==> src/rtl/matvec_pkg.sv <==
// rtl/matvec_pkg.sv - shared types and default sizes for the matrix-vector MAC sequencer
// Purpose: controller state encoding plus the default lane count and vector length,
//          shared by matvec_ctrl and the parent that builds the FIFOs and MAC array.
// Ports:   none (package).
package matvec_pkg;

  localparam int DEF_DATA_WIDTH = 8;
  localparam int DEF_NUM_MACS   = 8;
  localparam int DEF_VEC_LEN    = 8;

  typedef enum logic [2:0] {
    IDLE  = 3'd0,
    CLEAR = 3'd1,
    RUN   = 3'd2,
    DRAIN = 3'd3,
    DONE  = 3'd4
  } matvec_state_t;

endpackage

==> src/rtl/matvec_ctrl.sv <==
// rtl/matvec_ctrl.sv - sequencing controller for the matrix-vector MAC array
// Purpose: on start, clears every MAC accumulator, then drains VEC_LEN operand pairs in
//          lockstep from the per-lane A FIFOs and the shared B FIFO, drives the MAC
//          enables one cycle behind the FIFO reads and pulses done when Cout is settled.
// Ports:
//   clk, rst_n        clock (rising edge), asynchronous active-low reset
//   start             begin a job; only looked at in IDLE
//   abort             synchronous cancel of a job in progress
//   a_empty, b_empty  operand FIFO empty flags (per lane / shared)
//   a_rden, b_rden    operand FIFO read enables, combinational from the empty flags
//   mac_clr           accumulator clear to every MAC
//   mac_en            accumulate enable to every MAC, registered
//   busy, done        not-idle status and one-cycle completion pulse
//   issue_cnt         operand pairs read so far in the current job
module matvec_ctrl
  import matvec_pkg::*;
#(
  parameter int DATA_WIDTH = DEF_DATA_WIDTH,
  parameter int NUM_MACS   = DEF_NUM_MACS,
  parameter int VEC_LEN    = DEF_VEC_LEN
) (
  input  logic                             clk,
  input  logic                             rst_n,
  input  logic                             start,
  input  logic                             abort,
  input  logic [NUM_MACS-1:0]              a_empty,
  input  logic                             b_empty,
  output logic [NUM_MACS-1:0]              a_rden,
  output logic                             b_rden,
  output logic                             mac_clr,
  output logic [NUM_MACS-1:0]              mac_en,
  output logic                             busy,
  output logic                             done,
  output logic [$clog2(VEC_LEN+1)-1:0]     issue_cnt
);

  localparam int CNT_W = $clog2(VEC_LEN + 1);

  if (VEC_LEN < 1 || DATA_WIDTH < 1) begin : g_param_check
    $error("matvec_ctrl: VEC_LEN and DATA_WIDTH must be at least 1");
  end

  matvec_state_t    state, state_nxt;
  logic [CNT_W-1:0] issue_cnt_q;
  logic             mac_en_q;
  logic             fire;
  logic             last_issue;

  // One read across all lanes only when every A FIFO and the B FIFO have data, so
  // the lanes can never drift apart. Abort masks the read in its own cycle.
  assign fire = (state == RUN) & ~abort & ~(|a_empty) & ~b_empty &
                (issue_cnt_q < CNT_W'(VEC_LEN));
  assign last_issue = (issue_cnt_q == CNT_W'(VEC_LEN - 1));

  always_ff @(posedge clk or negedge rst_n) begin
    if (!rst_n) begin
      state       <= IDLE;
      issue_cnt_q <= '0;
      mac_en_q    <= 1'b0;
    end else begin
      state    <= state_nxt;
      // FIFO data appears one cycle after the read, so the MAC enable trails fire.
      mac_en_q <= fire;
      if (state == CLEAR) begin
        issue_cnt_q <= '0;
      end else if (fire) begin
        issue_cnt_q <= issue_cnt_q + CNT_W'(1);
      end
    end
  end

  always_comb begin
    state_nxt = state;
    if (abort) begin
      state_nxt = IDLE;
    end else begin
      unique case (state)
        IDLE:    if (start) state_nxt = CLEAR;
        CLEAR:   state_nxt = RUN;
        RUN:     if (fire && last_issue) state_nxt = DRAIN;
        DRAIN:   state_nxt = DONE;
        DONE:    state_nxt = IDLE;
        default: state_nxt = IDLE;
      endcase
    end
  end

  assign a_rden    = {NUM_MACS{fire}};
  assign b_rden    = fire;
  assign mac_clr   = (state == CLEAR);
  assign mac_en    = {NUM_MACS{mac_en_q}};
  assign busy      = (state != IDLE);
  assign done      = (state == DONE);
  assign issue_cnt = issue_cnt_q;

endmodule

==> config.mk <==
export PLATFORM = sky130hd
export DESIGN_NAME = matvec_ctrl
export DESIGN_NICKNAME = d
export VERILOG_FILES = /design/src/rtl/matvec_pkg.sv /design/src/rtl/matvec_ctrl.sv
export SDC_FILE = /design/constraint.sdc
export NUM_CORES = 1
export LEC_CHECK = 0
export CAP_MARGIN = 20
export CORE_MARGIN = 1.5
export CORE_UTILIZATION = 34
export DETAILED_ROUTE_END_ITERATION = 8
export GPL_ROUTABILITY_DRIVEN = 0
export GPL_TIMING_DRIVEN = 0
export PLACE_DENSITY = 0.89
export SLEW_MARGIN = 20
export SYNTH_ARGS = -nofsm -noshare
export SYNTH_HDL_FRONTEND = slang
export SYNTH_SLANG_ARGS = --single-unit
==> constraint.sdc <==
create_clock -name clk -period 1.65 [get_ports clk]
set_input_delay 0.33 -clock clk [delete_from_list [all_inputs] [get_ports clk]]
set_output_delay 0.33 -clock clk [all_outputs]
set_load 0.02 [all_outputs]
Yosys cells after proc, flatten, opt, wreduce, memory -nomap -nowiden
Cells that the tools add are included.
Widths: inputs -> output; s select.
Cells by class
  add/sub/neg operators: 1
  order comparisons: 1
  equal/unequal tests: 7
  muxes and demuxes: 6
  bitwise operators: 7
  reduce and logical (&&, ||, !) cells: 6
Operators by type and width (count)
  $pmux 3 s4: 1
  $mux 3: 3
  $mux 4: 2
  $reduce_or 8->1: 1
  $eq 3x2->1 const B: 2
  $add 4x1->4 const B: 1
  $and 1x1->1: 4
  $eq 4x3->1 const B: 1
  $lt 4x4->1 const B: 1
  $eq 3x1->1 const B: 1
  $eq 3x3->1 const B: 1
  $logic_not 3->1: 1
  $ne 3x2->1 const B: 1
  $ne 3x3->1 const B: 1
  $not 1->1: 3
  $reduce_bool 3->1: 1
  $reduce_and 2->1: 1
  $reduce_bool 2->1: 1
  $logic_and 1x1->1: 1
Storage, ports and cells
  register bits after elaboration: 8
  input port bits: 13
  output and inout port bits: 24
  word-level logic and storage cells: 31

Longest topological paths before layout
Gate-level depths: netlist of the first run.
  word-level depth: 9
  mapped depth: 4

Least setup slack after synthesis of the first run
Ideal clock, no wire load.
  kind: flip-flop to output port
  from: register state[0]
  to: output a_rden[0]
  arrival time: 1.310 ns
  required time: 1.320 ns
  setup slack: 0.010 ns
  stages on the path, launching flop included: 5
  buffers on the path: 2
  cells stage by stage: dfrtp_1 -> nor4_2 -> and4_1 -> buf_4 -> buf_4
On the way
  word-level cells in the longest chain between the ends: 5
RTL lines
  start: declaration: RTL line matvec_ctrl.sv:43  | matvec_state_t state, state_nxt;
  start signal: assignment: RTL line matvec_ctrl.sv:61  | state <= state_nxt;
  $eq 3x2->1: RTL line matvec_ctrl.sv:51  | assign fire = (state == RUN) & ~abort & ~(|a_empty) & ~b_empty &
  $and 1x1->1 (4 in series): RTL line matvec_ctrl.sv:51
  end: declaration: RTL line matvec_ctrl.sv:28  | output logic [NUM_MACS-1:0] a_rden,
No other way between the ends.

Worst setup path after layout of the first run
  from: input a_empty[6]
  to: output a_rden[4]
On the way
  word-level cells in the longest chain between the ends: 5
RTL lines
  start: declaration: RTL line matvec_ctrl.sv:26  | input logic [NUM_MACS-1:0] a_empty,
  $reduce_or 8->1: RTL line matvec_ctrl.sv:51
  $not 1->1: RTL line matvec_ctrl.sv:51
  $and 1x1->1 (3 in series): RTL line matvec_ctrl.sv:51
No other way between the ends.

==> results of run 1 <==
[worst register-to-register path, delay by kind of cell, from the launching register on]
family                 cells  cell delay, ps
and+or+nand+nor            2             510
muxes                      1             170
DFF                        1             440
buffers and inverters      3             370
[sequential cells by signal, indices dropped and copies added (netlist names)]
signal / count
state: 3
issue_cnt: 4
mac_en_q: 1
[routing by layer]
| metal | track usage | vias up | part of all wire |
|---|---|---|---|
| met5 | 0 | - | 0 |
| met4 | 0.0970 | 0 | 0.026 |
| met3 | 0.0894 | 4 | 0.091 |
| met2 | 0.328 | 28 | 0.52 |
| met1 | 0.180 | 269 | 0.36 |
| li1 | - | 274 | - |
[logic make-up (layout without fill, tap and decap cells)]
logic type / Yosys count / count (layout) / synth area share
and+or+nand+nor: 22 / 22 / 0.268
buffers and inverters: 20 / 67 / 0.252
DFF: 8 / 8 / 0.363
muxes: 3 / 3 / 0.0544
AOI/OAI and AO/OA: 2 / 2 / 0.0249
adders and majority gates: 1 / 1 / 0.0227
xor gates and xnor gates: 1 / 1 / 0.0159
[layout make-up]
cell class / count / area share
Inverter: 2 / 0.00688
Clock buffer: 3 / 0.0206
Buffer: 17 / 0.127
Timing Repair Buffer: 45 / 0.407
Sequential cell: 8 / 0.188
Multi-Input combinational cell: 29 / 0.232
Tap cell: 16 / 0.0183
[timing repair]
| action | in CTS | in global routing |
|---|---|---|
| gates cloned | 1 | 0 |
| setup endpoints to repair | 22 | 17 |
| pin swaps | 3 | 5 |
| gates resized for setup | 85 | 18 |
| setup buffers | 6 | 2 |
[where the power goes]
| group | internal, mW | switching (mW) |
|---|---|---|
| sequential | 0.202 | 0.00952 |
| clock | 0.0837 | 0.0753 |
| combinational | 0.0576 | 0.0452 |
[final timing paths]
kind | slack [ps] | endpoint | start | cells after the start
worst max-delay path | -290 | a_rden[4] | a_empty[6] | 6
worst min-delay path | 350 | state[1] | rst_n | 1
worst max register to register | 80 | issue_cnt[1] | state[2] | 6
worst min register to register | 520 | state[1] | state[2] | 1
max in group asynchronous | 980 | state[0] | rst_n | 1
min in group clk | 350 | state[1] | abort | 2
[cells in the final DEF, fill, tap and decap left out, types with 2 or more instances in the layout]
master	n
mux2i_1	3
nand2_1	5
dfrtp_2	4
dfrtp_1	4
clkdlybuf4s50_1	4
nand4_1	2
buf_4	22
clkbuf_4	3
nor4_4	2
dlymetal6s2s_1	8
dlygate4sd2_1	12
buf_6	14
[stage by stage]
stage                     setup TNS [ps]  hold WS (ps)
final                              -2450           346
after global routing               -2640           357
after CTS                          -3100           351
after detailed placement          -10820           508
after global placement             -9570           506
after floorplan                        0          34.4
==> reports/metrics.cfg, run 1 <==
[setup_path]
cp_num_buf_inv=4
path_cells=clkdlybuf4s50_1 > nor3_2 > and4_4 > buf_6 > buf_4 > buf_6
cpMostUsedCell=buf_6
critPathTopFamily=buffers and inverters
crit_type=in2out
slowest_stage=clkdlybuf4s50_1
worst_setup_path_end_kind=output pin
crit_required_ps=1320
crit_arrival_ps=1610
crit_path_max_fanout=6
critPathLaunchType=input port
slowest_delay_ps=490

[floorplanning]
die_area_um2=1870
start_util=0.366
dieHeight_um=43.3
die_w_um=43.3
row_count=14
io_pins=37
core_um2=1510

[min_path]
hp-class=in2async

[route]
wl_per_cell_um=14.2
drtIter0Drc=9
drc=0
vias=575
drt-pass1-iter-count=4
ant_nets=0
viasPerCell=4.79
drt-total-wl_um=1700

[clocking]
cts_tree=yes
cts_hold_buf=0
numCtsBuffers=3
path_clk_slew_ps=60
htree_levels=1
root_buffer=clkbuf_4
numClockSinks=8
cts_max_path_buffers=2
clkLatencyLatePin_ps=270

[yosys]
synthDominantCellAreaShare=0.363
syn_area_um2=552
synth_cell_type_count=24
ys_seq_area_frac=0.363
synthCells=57
synth_seq_cells=8
yosys-top-cells-count=buf_4 (17), dfrtp_1 (8), nand2_1 (5)
syn_area_per_cell_um2=9.68
synth.net_count=71
synth-edff-count=0
synth_most_common_cell=buf_4
synthTopCellsByArea=dfrtp_1 (36%), buf_4 (23%), mux2i_1 (5.4%)
ys.flop_type=dfrtp_1
synthArstFlopShare=1.00
synth_top_area_cell=dfrtp_1
yosys_warnings=0

[global_routing]
gr-total-overflow=0
antenna_found_initial=0
grt_pass1_wl_um=2530
grt_usage=0.188
grt_pass1_vias=552
grt_max_degree=9

[timing]
finalCriticalPeriod_ps=1940
timing.fmax_mhz=515
setup_viol=9
finalCritPeriodShare=1.18
setup_ws_ps=-292
rsz0062_at_grt=true
drv_slew=0
skew_ps=14.3
worst_pin_slew_ps=399
timing.slew.headroom=0.733
timing_hold_violations_final=0

[place]
io_buffers=36
placed_area_um2=932
dpl.hpwl_um=1090
dp_slack_ps=-1090
dp.cells=109

[power]
powerDensity_nw_per_um2=434
finalPower_mw=0.473
vdd_drop_max_mv=0.336
leakagePower_nw=0.659

[cells_and_area]
register_area_um2=205
finalCoreUtilization=0.724
n_fill_cell=121
diodes=0
drive_gt1_frac=0.510
synthToLayoutAreaGrowth_pct=97.7
multi_input_area_um2=253
final_cell_count_no_fill=120
design_area_um2=1090
nets=120

[run_status]
violations=negative setup slack
run_status=finished with violations

[run]
max_cap_viol_count=0

Power figures use the tool's default switching activity.
==> inputs of run 2 (changes only) <==
--- a/config.mk
+++ b/config.mk
@@ -6,7 +6,7 @@
 export NUM_CORES = 1
 export LEC_CHECK = 0
 export CAP_MARGIN = 20
-export CORE_MARGIN = 1.5
+export CORE_MARGIN = 3
 export CORE_UTILIZATION = 34
 export DETAILED_ROUTE_END_ITERATION = 8
 export GPL_ROUTABILITY_DRIVEN = 0
==> run 2 against run 1 <==
  * The run still ends with negative setup slack left
  * Utilization increased by 6.2 points
  * Sequential share of layout area decreased by 0.36 points
  * Clock skew decreased by 11 ps
  * Sequential cell count unchanged
  * Critical path type unchanged
  * Largest cell class unchanged
  * Highest routed layer unchanged
==> reports/metrics.cfg, run 2 (synthesized netlist as in run 1, its figures left out) <==
[route]
wl_met1_um=709  ; +16%
wl_met3_um=140  ; -9.7%
ant_nets=0  ; unchanged
routed.top_layer=met4
drtIter0Drc=11  ; +2
drc=0  ; unchanged
viasPerCell=5.02  ; +4.9%
drt-total-wl_um=1830  ; +7.8%
vias=608  ; +5.7%
dr_wl_met2_um=934  ; +5.1%
wl_per_cell_um=15.2  ; +6.9%
drt-pass1-iter-count=4  ; unchanged

[timing]
setup_viol=11  ; +2
worst_pin_slew_ps=369  ; -29.4 ps
finalCritPeriodShare=1.14  ; -0.0418
skew_ps=2.77  ; -11.5 ps
finalCriticalPeriod_ps=1870  ; -69.0 ps
timing_hold_violations_final=0  ; unchanged
timing.fmax_mhz=534  ; +3.7%
rsz0062_at_grt=true
finalSetupTns_ps=-1850  ; +607 ps
setup_ws_ps=-223  ; +69.0 ps
timing.slew.headroom=0.753  ; +0.0197
drv_slew=0  ; unchanged

[setup_path]
crit_arrival_ps=1540  ; -70 ps
rrSetupSlack_ps=120  ; +40 ps
slowest_delay_ps=330  ; -160 ps
crit_type=in2out
crit_path_max_fanout=6  ; unchanged
crit_cells=6  ; unchanged
critPathTopFamily=simple AND/OR/NAND/NOR gates
cp_num_buf_inv=4  ; unchanged
critPathLaunchType=input port
regToRegStartpoint=state[2]
crit_required_ps=1320  ; about the same
slowest_stage=nor4_4
cpMostUsedCell=buf_6
path_cells=dlygate4sd2_1 > nor4_4 > and4_4 > buf_6 > buf_4 > buf_6
crit_path_start=a_empty[7]
rr_worst_depth=6  ; unchanged
worst_setup_path_end_kind=output pin

[floorplanning]
die_w_um=46.3  ; +6.9%
start_util=0.390  ; +0.0236
die_area_um2=2140  ; +14%
core_um2=1420  ; -6.1%
dieHeight_um=46.3  ; +6.9%
row_count=13  ; -1
io_pins=37  ; unchanged

[global_routing]
grt_pass1_vias=607  ; +10%
grt_usage=0.180  ; -0.00825
antenna_found_initial=0  ; unchanged
grt_pass1_wl_um=2670  ; +5.5%
gr-total-overflow=0  ; unchanged
grt_max_degree=9  ; unchanged

[run_status]
run_status=finished with violations
violations=negative setup slack

[place]
dp_slack_ps=-1120  ; -33.8 ps
io_buffers=36  ; unchanged
dp.cells=108  ; -0.92%
placed_area_um2=931  ; -0.13%

[cells_and_area]
final_cell_count_no_fill=121  ; +0.83%
diodes=0  ; unchanged
final_cell_mix=buf_4 (23), buf_6 (16), dlygate4sd2_1 (14)
drive_gt1_frac=0.519  ; +0.00925
nets=122  ; +1.7%
largest_reg_flops=4  ; unchanged
synthToLayoutAreaGrowth_pct=102
register_area_um2=205  ; unchanged
design_area_um2=1110  ; +1.9%
n_fill_cell=86  ; -29%
multi_input_area_um2=253  ; unchanged
layout_commonest_cell=buf_4

[min_path]
hp-class=in2async

[clocking]
root_buffer=clkbuf_4
cts_tree=yes
htree_levels=1  ; unchanged
path_clk_slew_ps=60  ; about the same
numClockSinks=8  ; unchanged
cts_max_path_buffers=2  ; unchanged
numCtsBuffers=3  ; unchanged
clkLatencyLatePin_ps=260  ; about the same

[power]
powerDensity_nw_per_um2=430  ; -0.82%
vdd_drop_max_mv=0.301  ; -10%
leakagePower_nw=0.676  ; +2.6%

[run]
max_cap_viol_count=0  ; unchanged

run 2: cell types whose count changed in the layout (fill, tap and decap cells not counted), sizes merged:
cell,delta
clkdlybuf4s15,-1
clkdlybuf4s50,-1
dlygate4sd2,+2
buf,+2
run 2: per-layer routing:
layer / global-route usage / vias to the layer above
li1: - / 275
met1: 0.217 / 287
met2: 0.286 / 35
met3: 0.0547 / 11
met4: 0.0909 / 0
met5: 0 / -
run 2: what timing repair did:
item                       4_1_cts  5_1_grt
hold buffers                     0        0
pin swaps                        4        6
setup endpoints to repair       22       16
buffers inserted                 7        5
gates resized for setup         89       18
gates cloned                     1        0
hold endpoints to repair         0        0
run 2: final cells by class:
| cell class | count | area share |
|---|---|---|
| flip-flops and latches | 8 | 0.184 |
| clock buffers | 3 | 0.0202 |
| well taps | 15 | 0.0169 |
| repair buffers | 47 | 0.420 |
| multi-input cells | 29 | 0.227 |
| inverters | 2 | 0.00675 |
| plain buffers | 17 | 0.125 |
run 2: path summary, 6_finish.rpt:
path / endpoint
setup / recovery: a_rden[7]
min in group clk: state[1]
hold reg to reg: issue_cnt[2]
setup reg to reg: issue_cnt[0]
hold / removal: issue_cnt[3]
max in group asynchronous: mac_en_q
run 2: per-stage QoR:
stage               power [mW]  utilization  hold slack, ps
finish                   0.479        0.786             354
global route             0.496        0.786             370
CTS                      0.462        0.744             364
detailed placement       0.301        0.658             518
global placement         0.297        0.658             508
floorplan                0.246            -            34.4
run 2: where the power goes:
part	switching, mW	internal, mW
clock	0.0696	0.0834
combinational	0.0499	0.0649
sequential	0.00878	0.202
